==> src/rtl/divide_arbiter.sv <==
// Shares one FIFO-interfaced divider between NUM_CH requester channels: round-robin
// issue through a one-entry hold register, in-order tag queue steers quotients home.
module divide_arbiter #(
  parameter int NUM_CH    = 2,
  parameter int TAG_DEPTH = 4
) (
  input  logic                  clock,
  input  logic                  reset,
  input  logic [NUM_CH-1:0]     ch_a_empty,
  input  logic [NUM_CH-1:0]     ch_b_empty,
  input  logic [32*NUM_CH-1:0]  ch_a_dout,
  input  logic [32*NUM_CH-1:0]  ch_b_dout,
  output logic [NUM_CH-1:0]     ch_a_rd_en,
  output logic [NUM_CH-1:0]     ch_b_rd_en,
  input  logic [NUM_CH-1:0]     ch_q_full,
  output logic [NUM_CH-1:0]     ch_q_wr_en,
  output logic [31:0]           ch_q_din,
  output logic                  div_a_empty,
  output logic                  div_b_empty,
  output logic [31:0]           div_a_dout,
  output logic [31:0]           div_b_dout,
  input  logic                  div_a_rd_en,
  input  logic                  div_b_rd_en,
  output logic                  div_q_full,
  input  logic                  div_q_wr_en,
  input  logic [31:0]           div_q_din,
  output logic                  err
);

  localparam int TAG_W = (NUM_CH > 1) ? $clog2(NUM_CH) : 1;
  localparam int PTR_W = (TAG_DEPTH > 1) ? $clog2(TAG_DEPTH) : 1;
  localparam int CNT_W = $clog2(TAG_DEPTH + 1);

  localparam logic [0:0] IDLE = 1'b0;
  localparam logic [0:0] HOLD = 1'b1;

  logic [0:0]        state;
  logic [TAG_W-1:0]  rr_ptr;
  logic [TAG_W-1:0]  hold_tag;
  logic [31:0]       hold_a;
  logic [31:0]       hold_b;
  logic [TAG_W-1:0]  grant_idx;
  logic [TAG_W-1:0]  grant_next;
  logic              grant_valid;

  logic [TAG_W-1:0]  tag_mem [TAG_DEPTH];
  logic [PTR_W-1:0]  rd_ptr;
  logic [PTR_W-1:0]  wr_ptr;
  logic [CNT_W-1:0]  tag_cnt;
  logic [TAG_W-1:0]  head_tag;

  logic [NUM_CH-1:0] eligible;
  logic              issue;
  logic              div_pop;
  logic              q_accept;
  logic              rd_err;
  logic              wr_err;

  function automatic logic [PTR_W-1:0] ptr_inc(input logic [PTR_W-1:0] p);
    return (p == PTR_W'(TAG_DEPTH - 1)) ? '0 : p + PTR_W'(1);
  endfunction

  assign eligible = ~ch_a_empty & ~ch_b_empty;

  // Round-robin scan: descending loop so the eligible channel closest to rr_ptr wins.
  // NOTE: every always_comb output gets a default first so no path leaves it unassigned (no latch).
  always_comb begin
    grant_valid = 1'b0;
    grant_idx   = '0;
    for (int k = NUM_CH - 1; k >= 0; k--) begin
      if (eligible[(int'(rr_ptr) + k) % NUM_CH]) begin
        grant_valid = 1'b1;
        grant_idx   = TAG_W'((int'(rr_ptr) + k) % NUM_CH);
      end
    end
  end

  assign grant_next = (grant_idx == TAG_W'(NUM_CH - 1)) ? '0 : grant_idx + TAG_W'(1);

  assign issue    = !reset && (state == IDLE) && grant_valid && (tag_cnt < CNT_W'(TAG_DEPTH));
  assign div_pop  = (state == HOLD) && div_a_rd_en && div_b_rd_en;
  assign head_tag = tag_mem[rd_ptr];

  assign div_q_full = (tag_cnt == '0) || ch_q_full[head_tag];
  assign q_accept   = div_q_wr_en && !div_q_full;
  assign rd_err     = (div_a_rd_en != div_b_rd_en) ||
                      ((state == IDLE) && (div_a_rd_en || div_b_rd_en));
  assign wr_err     = div_q_wr_en && div_q_full;

  always_comb begin
    ch_a_rd_en = '0;
    ch_q_wr_en = '0;
    if (issue)    ch_a_rd_en[grant_idx] = 1'b1;
    if (q_accept) ch_q_wr_en[head_tag]  = 1'b1;
  end

  assign ch_b_rd_en  = ch_a_rd_en;
  assign ch_q_din    = q_accept ? div_q_din : '0;
  assign div_a_empty = (state != HOLD);
  assign div_b_empty = (state != HOLD);
  assign div_a_dout  = hold_a;
  assign div_b_dout  = hold_b;

  // NOTE: sequential state uses non-blocking assignments so every flop samples pre-edge values.
  always_ff @(posedge clock or posedge reset) begin
    if (reset) begin
      state    <= IDLE;
      rr_ptr   <= '0;
      hold_tag <= '0;
      hold_a   <= '0;
      hold_b   <= '0;
      err      <= 1'b0;
    end else begin
      if (issue) begin
        state    <= HOLD;
        hold_a   <= ch_a_dout[32*int'(grant_idx) +: 32];
        hold_b   <= ch_b_dout[32*int'(grant_idx) +: 32];
        hold_tag <= grant_idx;
        rr_ptr   <= grant_next;
      end else if (div_pop) begin
        state <= IDLE;
      end
      err <= err | rd_err | wr_err;
    end
  end

  always_ff @(posedge clock or posedge reset) begin
    if (reset) begin
      rd_ptr  <= '0;
      wr_ptr  <= '0;
      tag_cnt <= '0;
    end else begin
      if (div_pop)  wr_ptr <= ptr_inc(wr_ptr);
      if (q_accept) rd_ptr <= ptr_inc(rd_ptr);
      case ({div_pop, q_accept})
        2'b10:   tag_cnt <= tag_cnt + CNT_W'(1);
        2'b01:   tag_cnt <= tag_cnt - CNT_W'(1);
        default: tag_cnt <= tag_cnt;
      endcase
    end
  end

  // NOTE: tag storage has no reset; entries are only read while tag_cnt says they are valid.
  always_ff @(posedge clock) begin
    if (div_pop) tag_mem[wr_ptr] <= hold_tag;
  end

endmodule

==> config.mk <==
export PLATFORM = sky130hd
export DESIGN_NAME = divide_arbiter
export DESIGN_NICKNAME = d
export VERILOG_FILES = /design/src/rtl/divide_arbiter.sv
export SDC_FILE = /design/constraint.sdc
export NUM_CORES = 1
export LEC_CHECK = 0
export CAP_MARGIN = 20
export CORE_AREA = 2 2 107 109
export CTS_CLUSTER_DIAMETER = 80
export DETAILED_ROUTE_END_ITERATION = 7
export DIE_AREA = 0 0 109 111
export GPL_ROUTABILITY_DRIVEN = 0
export GPL_TIMING_DRIVEN = 0
export PLACE_DENSITY = 0.89
export REMOVE_ABC_BUFFERS = 1
export SLEW_MARGIN = 0
export SYNTH_ARGS = -nofsm -noshare
export SYNTH_HDL_FRONTEND = slang
export SYNTH_SLANG_ARGS = --single-unit
export TNS_END_PERCENT = 100
==> constraint.sdc <==
create_clock -name clock -period 3.4 [get_ports clock]
set_clock_uncertainty 0.1 [all_clocks]
set_input_delay 0.51 -clock clock [delete_from_list [all_inputs] [get_ports clock]]
set_output_delay 0.51 -clock clock [all_outputs]
set_load 0.01 [all_outputs]
==> out/summary.md <==
• **crit path time final** 3282 ps
• **Detailed Routing Iterations Pass 1** 8
• **synthesis warning total** 0
• **Period Utilization, post-route** 0.9654
• **max-slew violation total from the final report** 0
• **cell types occupying the most area after synthesis** sky130_fd_sc_hd__dfrtp_1 (52%), sky130_fd_sc_hd__a222oi_1 (18%), sky130_fd_sc_hd__inv_1 (7.7%), sky130_fd_sc_hd__and2_1 (6.4%), sky130_fd_sc_hd__edfxtp_1 (3.3%)
• **total vias in the final route** 3829
• **Gate power share** 0.481
• **upper clock frequency limit** 304.7 MHz
• **remaining antenna violation count** 0
• **number of distinct library cell variants in the gate-level netlist after synthesis** 29
• **Total GRT Usage** 0.2070
• **critical path class** in2out
• **power density over the cells** 715.1 nW/um2
• **Max-slew headroom** 0.4335
• **cell accounting for the most synthesized area** sky130_fd_sc_hd__dfrtp_1
• **1st-iter DRT viols** 399
• **outcome** finished with violations
• **Die Area** 12100 um2
• **number of antenna repair diodes** 0
• **share of final-layout standard cells stronger than drive strength 1** 0.05008
• **final setup violation count** 0
• **total of buffers placed on input and output ports** 276
• **sort of element at the end of the critical path** output port
• **Pint** 0.003317 W
• **CTS tree** done
• **sum of routed wire length over all layers** 12640 um
• **VDD IR max** 0.0004101 V
• **static leakage** 3.158 nW
• **flops & latches, synth** 79
• **Psw** 0.001623 W
• **synthesized netlist cell count** 328
• **clock share of power** 0.186
• **setup repair after global routing missed its margin** no
• **clock buffers created by TritonCTS** 9
• **mean routed wirelength per cell** 17.03 um
• **Finished Core Util** 0.6236
• **netlist area before placement** 3642 um2
• **most used flip-flop cell after synthesis** sky130_fd_sc_hd__dfrtp_1
• **sink count of the clock tree** 79
• **clock root buffer master** sky130_fd_sc_hd__clkbuf_16
• **die width** 109 um
• **critical path required time** 2790 ps
• **standard cell core area** 11080 um2
• **largest net degree at the start of global routing** 55
• **sum of internal, switching and leakage power** 0.004940 W
• **share of flip-flops with an asynchronous set or reset after synthesis** 0.9494
• **pre-CTS setup slack** -187.7 ps
• **kind of launch point of the worst setup path** input port
• **number of primary I/O pins** 277
• **Worst Max-Slew Pin Slew** 846.5 ps
• **register share of total power** 0.333
• **clk slew on worst S/H paths** 60 ps
• **source-to-sink clock delay at the later pin of the worst-skew pair** 320 ps
• **failing checks** design-rule violations
• **vertical die dimension** 111 um
• **maximum buffer depth of the clock tree** 2
• **arrival time at the worst endpoint** 2670 ps
• **post-synthesis area per instance** 11.10 um2
• **final layout net count** 773
• **Post-synth EDFFs** 4
• **deepest level of the CTS H-tree** 3
• **Switching Share** 0.3285
• **final-report hold violation count** 0
• **register area share after synthesis** 0.5483
• **DRC Markers** 4
• **max-cap viol count** 0
• **Commonest cells post-synth** sky130_fd_sc_hd__dfrtp_1 (75), sky130_fd_sc_hd__inv_1 (75), sky130_fd_sc_hd__a222oi_1 (64)
• **portion of synthesized cell area occupied by the leading cell type** 0.5153
• **Congestion Overflow GR** 0
• **number of global-route vias before repair** 4029
• **antenna violations before repair** 0
• **initial core utilization** 0.3288
• **hpwl dp** 10020 um
• **first-pass GRT wire length** 19650 um
• **number of hold-repair buffers added at the cts stage** 0
• **top fanout value on the critical path** 44
• **setup slack of the critical path after layout** 117.7 ps
• **Worst Hold Margin** 366.3 ps
• **Layout Area Growth over Synthesis** 89.66%
• **type of the most critical hold path** reg2reg
• **vias per cell** 5.160
• **placement row count** 39
worst max-delay path, stage by stage:
cell	delay, ps
sky130_fd_sc_hd__clkdlybuf4s50_1	480
sky130_fd_sc_hd__nor3_2	330
sky130_fd_sc_hd__o311a_4	470
sky130_fd_sc_hd__buf_12	260
sky130_fd_sc_hd__clkdlybuf4s50_1	580
logic make-up after synthesis:
group,after synthesis,synth area share
DFF,79,0.5483
xor gates and xnor gates,3,0.007215
muxes,7,0.01992
AOI/OAI and AO/OA,75,0.1979
adders and majority gates,8,0.02954
buffers and inverters,102,0.1089
and+or+nand+nor,54,0.08828
repair_timing:
action	4_1_cts	5_1_grt
pin swaps	0	2
setup endpoints to repair	20	18
gates resized for setup	3	1
buffers inserted	0	1
hold endpoints to repair	0	0
metal layers:
metal  GRT usage  share of wire
met1      0.2290           0.34
met3     0.06290           0.11
met2      0.3656           0.53
met4     0.07949          0.023
met5           0              0
layout by cell type (no fill, tap or decap), types with 2 or more instances in the layout:
cell type,synthesis,routed
sky130_fd_sc_hd__o21ai_0,4,4
sky130_fd_sc_hd__xor2_1,2,2
sky130_fd_sc_hd__dfrtp_1,75,75
sky130_fd_sc_hd__ha_1,7,7
sky130_fd_sc_hd__nand2b_1,2,2
sky130_fd_sc_hd__clkdlybuf4s50_1,0,276
sky130_fd_sc_hd__o311a_4,0,2
sky130_fd_sc_hd__edfxtp_1,4,4
sky130_fd_sc_hd__a21o_1,2,2
sky130_fd_sc_hd__buf_12,0,4
sky130_fd_sc_hd__or3_1,2,2
sky130_fd_sc_hd__nor2_1,4,4
sky130_fd_sc_hd__inv_1,75,74
sky130_fd_sc_hd__clkbuf_16,0,9
sky130_fd_sc_hd__a222oi_1,64,64
sky130_fd_sc_hd__mux2_2,2,2
sky130_fd_sc_hd__clkinvlp_4,0,3
sky130_fd_sc_hd__mux2i_1,5,5
sky130_fd_sc_hd__and2_1,37,37
sky130_fd_sc_hd__clkbuf_8,0,2
sky130_fd_sc_hd__nand2_1,4,4
sequential cells by signal (all words and copies together) (netlist names):
name / cells
tag_mem: 4
state: 1
tag_cnt: 3
hold_tag: 1
rr_ptr: 1
div_a_dout: 32
rd_ptr: 2
div_b_dout: 32
wr_ptr: 2
err: 1
worst paths after layout:
| check | from | endpoint | slack, ps | depth (start not counted) |
|---|---|---|---|---|
| min in group asynchronous | reset | tag_cnt[1] | 520 | 2 |
| worst max register to register | rd_ptr[1] | tag_cnt[2] | 850 | 10 |
| max in group asynchronous | reset | div_a_dout[0] | 2110 | 3 |
| worst min-delay path | err | err | 370 | 1 |
| worst max-delay path | reset | ch_a_rd_en[1] | 120 | 5 |
| worst min register to register | err | err | 370 | 1 |
stage by stage:
stage	setup TNS [ps]	area, um2	instances
6_report	0	6908	742
5_1_grt	0	6908	742
4_1_cts	0	6890	741
3_5_place_dp	-521.8	6576	725
3_3_place_gp	-158190	6469	720
2_1_floorplan	-434.1	3527	301
final cells by class:
| class | instances | area, um2 |
|---|---|---|
| inverters | 75 | 284.0 |
| clock buffers | 11 | 252.7 |
| repair buffers | 282 | 2861 |
| fillers | 867 | 4169 |
| flip-flops and latches | 79 | 1997 |
| well taps | 143 | 178.9 |
| clock inverters | 5 | 40.04 |
| multi-input cells | 147 | 1294 |
power groups by stage:
stage	registers [W]	logic, W	clock network (W)
floorplan	0.00177	0.000837	0
global placement	0.00162	0.00229	0
detailed placement	0.00165	0.00238	0
CTS	0.00165	0.00240	0.000948
global route	0.00169	0.00258	0.000990
finish	0.00165	0.00237	0.000919
Note: power is estimated with default switching activity, not from simulation.
